### src/rtl/req_ack_window_monitor.sv
// -----------------------------------------------------------------------------
// req_ack_window_monitor
//
// Multi-channel request/acknowledge timing monitor. On every channel, each
// sampled request must be answered by an acknowledge between MIN_DLY and
// MAX_DLY rising edges after the edge that sampled it. Overlapping requests
// are tracked at the same time in a per-channel age vector. One ack retires
// every outstanding request that is currently inside the window.
//
// Ports:
//   clk         sole clock; all sampling on the rising edge
//   rst_n       asynchronous active-low reset; clears all state
//   en          1: accept new requests; 0: ignore new ones, in-flight resolve
//   clr         synchronous clear of counters and sticky flags (not ages)
//   req[N_CH]   per-channel request
//   ack[N_CH]   per-channel acknowledge
//   pass_pulse  1-cycle pulse: an ack satisfied >=1 pending request
//   fail_pulse  1-cycle pulse: a request expired without an ack
//   pass_cnt    saturating satisfied-request counts, channel i at [i*CNT_W +: CNT_W]
//   fail_cnt    saturating expired-request counts, same packing
//   err_sticky  set by the first failure on a channel, held until clr/reset
// -----------------------------------------------------------------------------
module req_ack_window_monitor #(
  parameter int N_CH    = 2,
  parameter int MIN_DLY = 1,
  parameter int MAX_DLY = 3,
  parameter int CNT_W   = 8
) (
  input  logic                  clk,
  input  logic                  rst_n,
  input  logic                  en,
  input  logic                  clr,
  input  logic [N_CH-1:0]       req,
  input  logic [N_CH-1:0]       ack,
  output logic [N_CH-1:0]       pass_pulse,
  output logic [N_CH-1:0]       fail_pulse,
  output logic [N_CH*CNT_W-1:0] pass_cnt,
  output logic [N_CH*CNT_W-1:0] fail_cnt,
  output logic [N_CH-1:0]       err_sticky
);

  // Reject configurations the age vector cannot represent.
  if (N_CH < 1 || MIN_DLY < 1 || MAX_DLY < MIN_DLY || MAX_DLY > 32) begin : g_param_err
    $error("req_ack_window_monitor: illegal parameters N_CH=%0d MIN_DLY=%0d MAX_DLY=%0d",
           N_CH, MIN_DLY, MAX_DLY);
  end

  // Width needed to count up to MAX_DLY requests retired by a single ack.
  localparam int PC_W  = $clog2(MAX_DLY + 1);
  // Wide enough that count + retirements can never wrap before saturation.
  localparam int SUM_W = CNT_W + PC_W + 1;

  localparam logic [CNT_W-1:0] CNT_MAX = {CNT_W{1'b1}};

  // Ages MIN_DLY..MAX_DLY are the ones an ack is allowed to retire.
  function automatic logic [MAX_DLY:1] make_win_mask();
    logic [MAX_DLY:1] m;
    for (int k = 1; k <= MAX_DLY; k++) begin
      m[k] = (k >= MIN_DLY);
    end
    return m;
  endfunction

  localparam logic [MAX_DLY:1] WIN_MASK = make_win_mask();

  for (genvar ch = 0; ch < N_CH; ch++) begin : g_ch
    // age_q[k] = 1: a request sampled k edges ago is still outstanding.
    logic [MAX_DLY:1] age_q, age_d;
    logic [MAX_DLY:1] retired;
    logic [PC_W-1:0]  n_retired;
    logic             hit, expire;
    logic [SUM_W-1:0] pass_sum;
    logic [CNT_W-1:0] pass_cnt_d, fail_cnt_d;

    logic             pass_q, fail_q, err_q;
    logic [CNT_W-1:0] pass_cnt_q, fail_cnt_q;

    // NOTE: every variable written here gets a value before any conditional
    // logic, so no path leaves one unassigned and no latch is inferred.
    always_comb begin
      retired    = '0;
      n_retired  = '0;
      age_d      = '0;
      if (ack[ch]) begin
        retired = age_q & WIN_MASK;
      end
      hit = |retired;
      // An ack on the last age retires it as a pass, so it cannot also expire.
      expire = age_q[MAX_DLY] & ~ack[ch];

      for (int k = 1; k <= MAX_DLY; k++) begin
        n_retired = n_retired + PC_W'(retired[k]);
      end

      // The request sampled on this edge enters at age 1, so an ack on the
      // same edge can never retire it. The oldest age drops off the end.
      age_d[1] = req[ch] & en;
      for (int k = 2; k <= MAX_DLY; k++) begin
        age_d[k] = age_q[k-1] & ~retired[k-1];
      end

      pass_sum   = SUM_W'(pass_cnt_q) + SUM_W'(n_retired);
      pass_cnt_d = (pass_sum > SUM_W'(CNT_MAX)) ? CNT_MAX : pass_sum[CNT_W-1:0];
      fail_cnt_d = (fail_cnt_q == CNT_MAX) ? CNT_MAX : fail_cnt_q + CNT_W'(expire);
    end

    // NOTE: state is written with non-blocking assignments so every register
    // samples the pre-edge values regardless of statement order. The age
    // vector is reset too: outstanding requests are dropped on reset, never
    // reported as failures afterwards.
    always_ff @(posedge clk or negedge rst_n) begin
      if (!rst_n) begin
        age_q      <= '0;
        pass_q     <= 1'b0;
        fail_q     <= 1'b0;
        err_q      <= 1'b0;
        pass_cnt_q <= '0;
        fail_cnt_q <= '0;
      end else begin
        age_q  <= age_d;
        pass_q <= hit;
        fail_q <= expire;
        // clr beats a simultaneous event; pulses and ages are unaffected.
        if (clr) begin
          err_q      <= 1'b0;
          pass_cnt_q <= '0;
          fail_cnt_q <= '0;
        end else begin
          err_q      <= err_q | expire;
          pass_cnt_q <= pass_cnt_d;
          fail_cnt_q <= fail_cnt_d;
        end
      end
    end

    assign pass_pulse[ch]                  = pass_q;
    assign fail_pulse[ch]                  = fail_q;
    assign err_sticky[ch]                  = err_q;
    assign pass_cnt[ch*CNT_W +: CNT_W]     = pass_cnt_q;
    assign fail_cnt[ch*CNT_W +: CNT_W]     = fail_cnt_q;
  end

endmodule

### config.mk
export PLATFORM = sky130hd
export DESIGN_NAME = req_ack_window_monitor
export DESIGN_NICKNAME = d
export VERILOG_FILES = /design/src/rtl/req_ack_window_monitor.sv
export SDC_FILE = /design/constraint.sdc
export NUM_CORES = 1
export LEC_CHECK = 0
export CAP_MARGIN = 20
export CORE_MARGIN = 8
export CORE_UTILIZATION = 51
export DETAILED_ROUTE_END_ITERATION = 8
export PLACE_DENSITY_LB_ADDON = 0.05
export RECOVER_POWER = 100
export SLEW_MARGIN = 20
export SYNTH_ARGS = -nofsm -noshare
export SYNTH_HDL_FRONTEND = slang
export SYNTH_SLANG_ARGS = --single-unit
export TNS_END_PERCENT = 20
### constraint.sdc
create_clock -name clk -period 3.35 [get_ports clk]
set_clock_uncertainty 0.15 [all_clocks]
set_input_delay 0.67 -clock clk [delete_from_list [all_inputs] [get_ports clk]]
set_output_delay 0.67 -clock clk [all_outputs]
set_load 0.01 [all_outputs]
==> impl_metrics.ini, run 1 <==
[outcome]
outcome = complete, but fails checks
violations = capacitance limit, slew limit

[power]
p_total_uw = 953
p_per_area_mw_per_mm2 = 337
irDropWorstVdd_v = 0.000277
leakagePower_nw = 1.37

[yosys]
synth_cell_types = 36
syn_inst = 220
synthFlopType = dfrtp_1
synth_edf_count = 0
synth-seq-cells = 44
netlist_area_mm2 = 0.00229
syn-num-nets = 242
ys_seq_area_share_pct = 48.1
syn_avg_cell_area_um2 = 10.4
yosysWarnings = 0
synthArstFlopShare_pct = 100

[floorplan]
dieArea_mm2 = 0.00689
io_pins = 46
start_util_pct = 52.6
core_area_mm2 = 0.00435
rows = 24
chipHeight_um = 83.0
die_x_um = 83.0

[placement]
place_congestion = 0.831
dpl_worst_slack_ps = -11.1
port_buffers = 45
place_inst = 309
dp_hpwl_um = 3290
placed_area_mm2 = 0.00275

[route]
routedWlPerCell_um = 14.3
avgViaCountPerCell = 5.60
dr.pass1.iters = 4
num_vias = 1774
drc_errors = 0
antenna_left = 0
routed_wl_um = 4540
drt-initial-drc-count = 92

[grt]
grt_max_degree = 45
grt_busiest_layer = met2
grt_use_met3_pct = 5.57
grt_pass1_wl_um = 8030
grt_antenna_before_repair = 0
grt_pass1_vias = 1773
met2_usage_pct = 22.2
met1_usage_pct = 15.6
grt_usage_pct = 13.5
globalRouteOverflowTotal = 0

[timing]
maxSlewHeadroom_pct = -54.2
hold_viol = 0
tns_ps = 0
fin_crit_sh_pct = 93.0
worst_pin_slew_ps = 2310
fin_hold_ws_ps = 364
slew_violations = 45
rsz0062_at_grt = no
min_period_ps = 3120
setup_viol = 0
fin_ws_ps = 233
max_freq_ghz = 0.321

[layout]
layoutNonFillerInstCount = 317
drive_gt1_share_pct = 5.66
diodes = 0
final_common_cell = dfrtp_1
nets = 286
layout_common_cells = dfrtp_1, dlygate4sd3_1, a21oi_1
area_delta_synth_final_pct = 23.4
design_area_mm2 = 0.00283
finish.utilization_pct = 64.9

[setup_path]
critPathKind = input pin to flip-flop
path_delay_family = adder cells
rr_worst_depth = 9
cp_cell_sequence = dlygate4sd3_1 -> nand2_1 -> fa_1 -> inv_1 -> ha_1 -> inv_1 -> fa_1 -> and4b_1 -> nand4_1 -> a31oi_1
end_kind = flip-flop
slowest_stage = dlygate4sd3_1
cp_max_fo = 4
cpPeakStageDelay_ps = 560
cp.depth = 10
required_ps = 3410
critPathLaunchType = input pin
path_buf_inv = 3
cp.arrival_ps = 3180

[cts]
insertion_delay_ps = 290
postCtsHoldBufs = 0
post_cts_buffers = 0
clockBufferDepth = 2
cts_buffers = 5
tritoncts = yes
root_buffer = clkbuf_8
clk_pin_slew_ps = 80
ctsResizeCount = 0
htreeDepth = 2
clock_sinks = 44

[hold_path]
hold_path_class = flip-flop to flip-flop
whs_path_depth = 2

[run]
max_cap_violations = 1
==> area by class of cell <==
class,instances,area [µm²]
fill,361,1530
sequential,44,1100
multi-input combinational,146,1030
timing repair buffer,52,482
clock buffer,6,82.6
tap,52,65.1
inverter,15,56.3
clock inverter,2,10.0
==> cells in the mapped netlist, drive strengths merged (4+ instances only) <==
cell	instances	area share [%]
fa	4	3.5
nor2b	9	2.5
and4	4	1.5
dfrtp	44	48
nand2	11	1.8
a21oi	24	5.2
buf	13	4.0
xnor2	4	1.5
and2	4	1.1
nand2b	4	1.1
and4b	4	1.7
ha	10	5.5
nand4	6	1.6
nor2	9	1.5
nand3	4	0.87
nor3	15	4.2
inv	15	2.5
a41oi	4	1.5
a31oi	7	1.9
==> cells by family (layout without fill, tap and decap cells) <==
family	count (synthesis)	in the layout	synth area share, %
buffers and inverters	30	75	6.78
muxes	1	1	0.492
adders and majority gates	14	14	8.96
xor gates and xnor gates	5	5	1.91
and+or+nand+nor	82	82	22.1
DFF	44	44	48.1
AOI/OAI and AO/OA	44	44	11.6
==> worst register-to-register path, delay by kind of cell (launching register included) <==
family	cells	cell delay, ps
adder cells (fa/ha/maj)	3	970
AND/OR/NAND/NOR	3	630
flip-flops	1	390
AO/OA/AOI/OAI	1	190
buffers and inverters	2	120
==> per-layer routing <==
layer,up-vias,share of wire [%],wire (µm)
li1,865,-,-
met1,854,46,2080
met2,49,47,2120
met3,6,6.6,300
met4,0,1.0,47
met5,-,0,0
==> state kept, by name, summed over array words and instances, names as in the netlist <==
signal,count
g_ch.fail_q,2
g_ch.pass_q,2
g_ch.pass_cnt_q,16
g_ch.age_q,6
g_ch.fail_cnt_q,16
g_ch.err_q,2
==> power by group <==
| part | switching, mW | total [mW] | internal [mW] | leakage, nW |
|---|---|---|---|---|
| Sequential | 0.00461 | 0.545 | 0.540 | 0.607 |
| Combinational | 0.0410 | 0.0689 | 0.0278 | 0.708 |
| Clock | 0.175 | 0.340 | 0.165 | 0.0510 |
| Total | 0.221 | 0.953 | 0.733 | 1.37 |
==> worst paths after layout <==
| path | from | end | slack [ps] |
|---|---|---|---|
| worst min-delay path | g_ch[0].err_q | g_ch[0].err_q | 360 |
| max in group asynchronous | rst_n | g_ch[1].pass_cnt_q[4] | 820 |
| worst max-delay path | ack[0] | g_ch[0].pass_cnt_q[3] | 230 |
| worst max register to register | g_ch[0].age_q[1] | g_ch[0].pass_cnt_q[3] | 820 |
| worst min register to register | g_ch[0].err_q | g_ch[0].err_q | 360 |
| min in group asynchronous | rst_n | g_ch[0].fail_cnt_q[4] | 910 |
Power figures use the tool's default switching activity.
==> run 2, diff against run 1 <==
CORE_MARGIN = 2   (was 8)
==> run 2 against run 1 <==
Die area down 27%. Global-route usage is 4.9 points higher. Setup slack improved by 17 ps. The flow still finishes with violations (capacitance limit, slew limit). Highest routed layer unchanged. Sequential share of layout area shrank 0.069 points. Power up 5.5%. Sequential power is essentially flat. Clock-buffer cell count unchanged. Critical path type unchanged. Final cell count unchanged.
==> impl_metrics.ini, run 2 (synthesis gave the netlist of run 1 again) <==
[placement]
port_buffers = 45
dpl_worst_slack_ps = -33.9
dp_hpwl_um = 3000
place_congestion = 0.878

[cts]
clock_sinks = 44
insertion_delay_ps = 280
tritoncts = yes
htreeDepth = 2
postCtsHoldBufs = 0
ctsResizeCount = 0
post_cts_buffers = 0
root_buffer = clkbuf_8
clockBufferDepth = 2
clk_pin_slew_ps = 80
cts_buffers = 5

[setup_path]
end_kind = flip-flop
cp.arrival_ps = 3150
required_ps = 3400
critPathLaunchType = input pin
cp_max_fo = 5
critPathKind = input pin to flip-flop

[layout]
diodes = 0
layout_common_cells = dfrtp_1, dlygate4sd3_1, a21oi_1
reg_top3 = g_ch.fail_cnt_q x16, g_ch.pass_cnt_q x16, g_ch.age_q x6
area_delta_synth_final_pct = 23.6
drive_gt1_share_pct = 4.53
nets = 286
final_common_cell = dfrtp_1

[floorplan]
rows = 24
dieArea_mm2 = 0.00504
io_pins = 46
core_area_mm2 = 0.00435
die_x_um = 71.0
start_util_pct = 52.6
chipHeight_um = 71.0

[grt]
grt_pass1_vias = 1687
grt_usage_pct = 18.5
globalRouteOverflowTotal = 0
grt_pass1_wl_um = 7560
grt_max_degree = 45
grt_antenna_before_repair = 0

[outcome]
outcome = complete, but fails checks
violations = capacitance limit, slew limit

[timing]
max_freq_ghz = 0.323
fin_hold_ws_ps = 376
min_period_ps = 3100
hold_viol = 0
slew_violations = 45
fin_ws_ps = 250
worst_pin_slew_ps = 2300
rsz0062_at_grt = no
maxSlewHeadroom_pct = -53.3
fin_crit_sh_pct = 92.5
setup_viol = 0
tns_ps = 0

[power]
p_per_area_mw_per_mm2 = 355
irDropWorstVdd_v = 0.000256
leakagePower_nw = 1.36
p_total_mw = 1.01

[run]
max_cap_violations = 1

[hold_path]
hold_path_class = flip-flop to flip-flop

[route]
routed_wl_um = 4310
dr.pass1.iters = 4
drt-initial-drc-count = 69
num_vias = 1770
avgViaCountPerCell = 5.58
drc_errors = 0
routedWlPerCell_um = 13.6
antenna_left = 0
## run 2: cell count changes in the layout (fill, tap and decap cells not counted), sizes merged
cell / before / now
bufinv: 0 / 1
buf: 3 / 2
clkbuf: 11 / 12
clkinv: 2 / 1
## run 2: worst paths after layout
path	end	slack, ps	cells past startpoint	from
worst max-delay path	g_ch[1].pass_cnt_q[1]	250	10	ack[1]
worst min-delay path	g_ch[0].age_q[3]	380	1	g_ch[0].age_q[2]
worst max register to register	g_ch[1].pass_cnt_q[1]	780	9	g_ch[1].age_q[1]
worst min register to register	g_ch[0].age_q[3]	380	1	g_ch[0].age_q[2]
max in group asynchronous	g_ch[1].fail_q	830	1	rst_n
min in group asynchronous	g_ch[0].fail_cnt_q[5]	910	1	rst_n
## run 2: layout make-up
type,count,area (µm²)
fillers,355,1520
repair buffers,52,482
clock buffers,6,72.6
inverters,15,56.3
well taps,52,65.1
multi-input cells,146,1020
flip-flops and latches,44,1100
clock inverters,2,35.0
## run 2: report_power, final
| part | leakage, nW | internal [mW] | switching (mW) |
|---|---|---|---|
| clock | 0.0552 | 0.221 | 0.170 |
| combinational | 0.702 | 0.0278 | 0.0407 |
| sequential | 0.607 | 0.540 | 0.00495 |
## run 2: critical path, cell delays in order
cell and delay [ps]:
clkdlybuf4s50_1 500, nand2_1 110, fa_1 470, inv_1 70, ha_1 170, inv_1 60, fa_1 410, and4b_1 370
nand4_1 140, a21oi_1 170
## run 2: routing by layer
metal	wire, µm	share of wire, %	global-route usage [%]
met2	2010	47	29.9
met5	0	0	0
met3	191	4.4	3.42
met1	2070	48	26.0
met4	36	0.84	4.61
## run 2: stage by stage
stage               area [µm²]  std cells  utilization [%]
floorplan                 2290        220                -
global placement          2750        309             63.2
detailed placement        2750        309             63.2
CTS                       2860        317             65.7
global route              2830        317             65.0
finish                    2830        317             65.0
==> run 3, diff against run 2 <==
GPL_TIMING_DRIVEN = 0   (was unset)
==> run 3 against run 2 <==
Setup slack gained 160 ps. Sequential share of layout area decreased by 0.27 points. Routed wire length rose by 2.6%. Clock power decreased by 12%. The run now ends clean. Combinational power up 3%. Critical path type unchanged. Non-clock buffer count up 8. Largest cell class unchanged. Highest routed layer unchanged. Via count down 0.23%. Register-to-register slack worse by 120 ps.
==> impl_metrics.ini, run 3 (synthesis gave the netlist of run 1 again) <==
[setup_path]
critPathLaunchType = input pin
path_buf_inv = 3
cpPeakStageDelay_ps = 460
cp.arrival_ps = 3010
slowest_stage = fa_1
required_ps = 3420
end_kind = flip-flop
cp_max_fo = 6
cp_cell_sequence = clkbuf_1 -> nand2_1 -> fa_1 -> inv_1 -> ha_1 -> inv_1 -> fa_1 -> and4b_1 -> nand4_1 -> a21oi_1
critPathKind = input pin to flip-flop
path_delay_family = adder cells

[timing]
min_period_ps = 2940
maxSlewHeadroom_pct = 15.1
fin_ws_ps = 410
setup_viol = 0
hold_viol = 0
max_freq_ghz = 0.340
rsz0062_at_grt = no
fin_crit_sh_pct = 87.8
worst_pin_slew_ps = 1270
slew_violations = 0

[placement]
dpl_worst_slack_ps = -281
port_buffers = 44
place_congestion = 0.787
dp_hpwl_um = 3180

[power]
switching_share_pct = 23.7
internal_power_uw = 734
irDropWorstVdd_v = 0.000266
seq_power_share_pct = 56.7
switchingPower_uw = 228
clkPwrFrac_pct = 36.0
leakagePower_nw = 1.40
power_frac_comb_pct = 7.3
p_total_uw = 961
p_per_area_mw_per_mm2 = 337

[floorplan]
start_util_pct = 52.6
rows = 24
dieArea_mm2 = 0.00504
core_area_mm2 = 0.00435
die_x_um = 71.0
chipHeight_um = 71.0
io_pins = 46

[grt]
grt_pass1_vias = 1686
grt_pass1_wl_um = 7800
met1_usage_pct = 27.0
grt_antenna_before_repair = 0
grt_usage_pct = 19.6
met2_usage_pct = 30.7
grt_use_met3_pct = 5.13
globalRouteOverflowTotal = 0
grt_max_degree = 25
grt_busiest_layer = met2

[layout]
nFillCells = 380
nets = 294
layout_common_cells = dfrtp_1, dlygate4sd3_1, a21oi_1
register_area_mm2 = 0.00110
reg_top3 = g_ch.fail_cnt_q x16, g_ch.pass_cnt_q x16, g_ch.age_q x6
area_delta_synth_final_pct = 24.5
diodes = 0
drive_gt1_share_pct = 8.06
final_common_cell = dfrtp_1
multi_input_area_mm2 = 0.00102

[cts]
htreeDepth = 2
cts_buffers = 5
insertion_delay_ps = 300
post_cts_buffers = 0
clk_pin_slew_ps = 80
clock_sinks = 44
tritoncts = yes
clockBufferDepth = 2
postCtsHoldBufs = 0
root_buffer = clkbuf_8

[outcome]
outcome = finished clean

[route]
avgViaCountPerCell = 5.43
routed_wl_um = 4420
drc_errors = 0
dr.pass1.iters = 4
num_vias = 1766
antenna_left = 0
routedWlPerCell_um = 13.6
drt-initial-drc-count = 67

[run]
max_cap_violations = 0

[hold_path]
hold_path_class = flip-flop to flip-flop
==> run 3: per-layer routing <==
layer / vias to the layer above / part of all wire [%]
li1: 882 / -
met2: 42 / 46
met5: - / 0
met1: 837 / 48
met4: 0 / 1.4
met3: 5 / 4.8
==> run 3: tightest hold or removal path, cell delays in order, from the launching register on <==
cell	delay [ps]
dfrtp_1	350
nor2_1	50
nor2_1	70
==> run 3: cell type report <==
| class | instances | area share [%] |
|---|---|---|
| buffer | 15 | 3.20 |
| inverter | 15 | 1.98 |
| timing repair buffer | 45 | 14.9 |
| clock inverter | 2 | 0.351 |
| sequential | 44 | 38.6 |
| clock buffer | 6 | 2.90 |
| tap | 52 | 2.28 |
| multi-input combinational | 146 | 35.7 |
==> run 3: power groups by stage <==
stage / Clock [mW] / Combinational (mW) / Sequential (mW)
2_1_floorplan: 0 / 0.0349 / 0.557
3_3_place_gp: 0 / 0.0772 / 0.556
3_5_place_dp: 0 / 0.0818 / 0.556
4_1_cts: 0.359 / 0.0820 / 0.545
5_1_grt: 0.381 / 0.0821 / 0.547
6_report: 0.346 / 0.0703 / 0.545
==> run 3: metrics by stage <==
| stage | std cells | utilization, % | area, µm² | setup TNS (ps) | hold WS [ps] |
|---|---|---|---|---|---|
| 2_1_floorplan | 220 | - | 2290 | 0 | 224 |
| 3_3_place_gp | 316 | 64.2 | 2800 | -1710 | 331 |
| 3_5_place_dp | 317 | 64.7 | 2820 | -2180 | 342 |
| 4_1_cts | 325 | 66.8 | 2910 | 0 | 196 |
| 5_1_grt | 325 | 65.5 | 2850 | 0 | 391 |
| 6_report | 325 | 65.5 | 2850 | 0 | 357 |
==> run 3: what timing repair did <==
action	4_1_cts	5_1_grt
setup endpoints to repair	0	9
resized for setup	0	4
endpoints found under the hold margin	0	0
==> run 3: path summary, 6_finish.rpt <==
check / start / to / slack, ps / cells past startpoint
max in group asynchronous: rst_n / g_ch[1].fail_cnt_q[4] / 940 / 2
min in group asynchronous: rst_n / g_ch[0].fail_cnt_q[4] / 400 / 1
hold / removal: g_ch[1].err_q / g_ch[1].err_q / 360 / 2
setup / recovery: ack[0] / g_ch[0].pass_cnt_q[0] / 410 / 10
hold reg to reg: g_ch[1].err_q / g_ch[1].err_q / 360 / 2
setup reg to reg: g_ch[0].age_q[1] / g_ch[0].pass_cnt_q[0] / 660 / 9
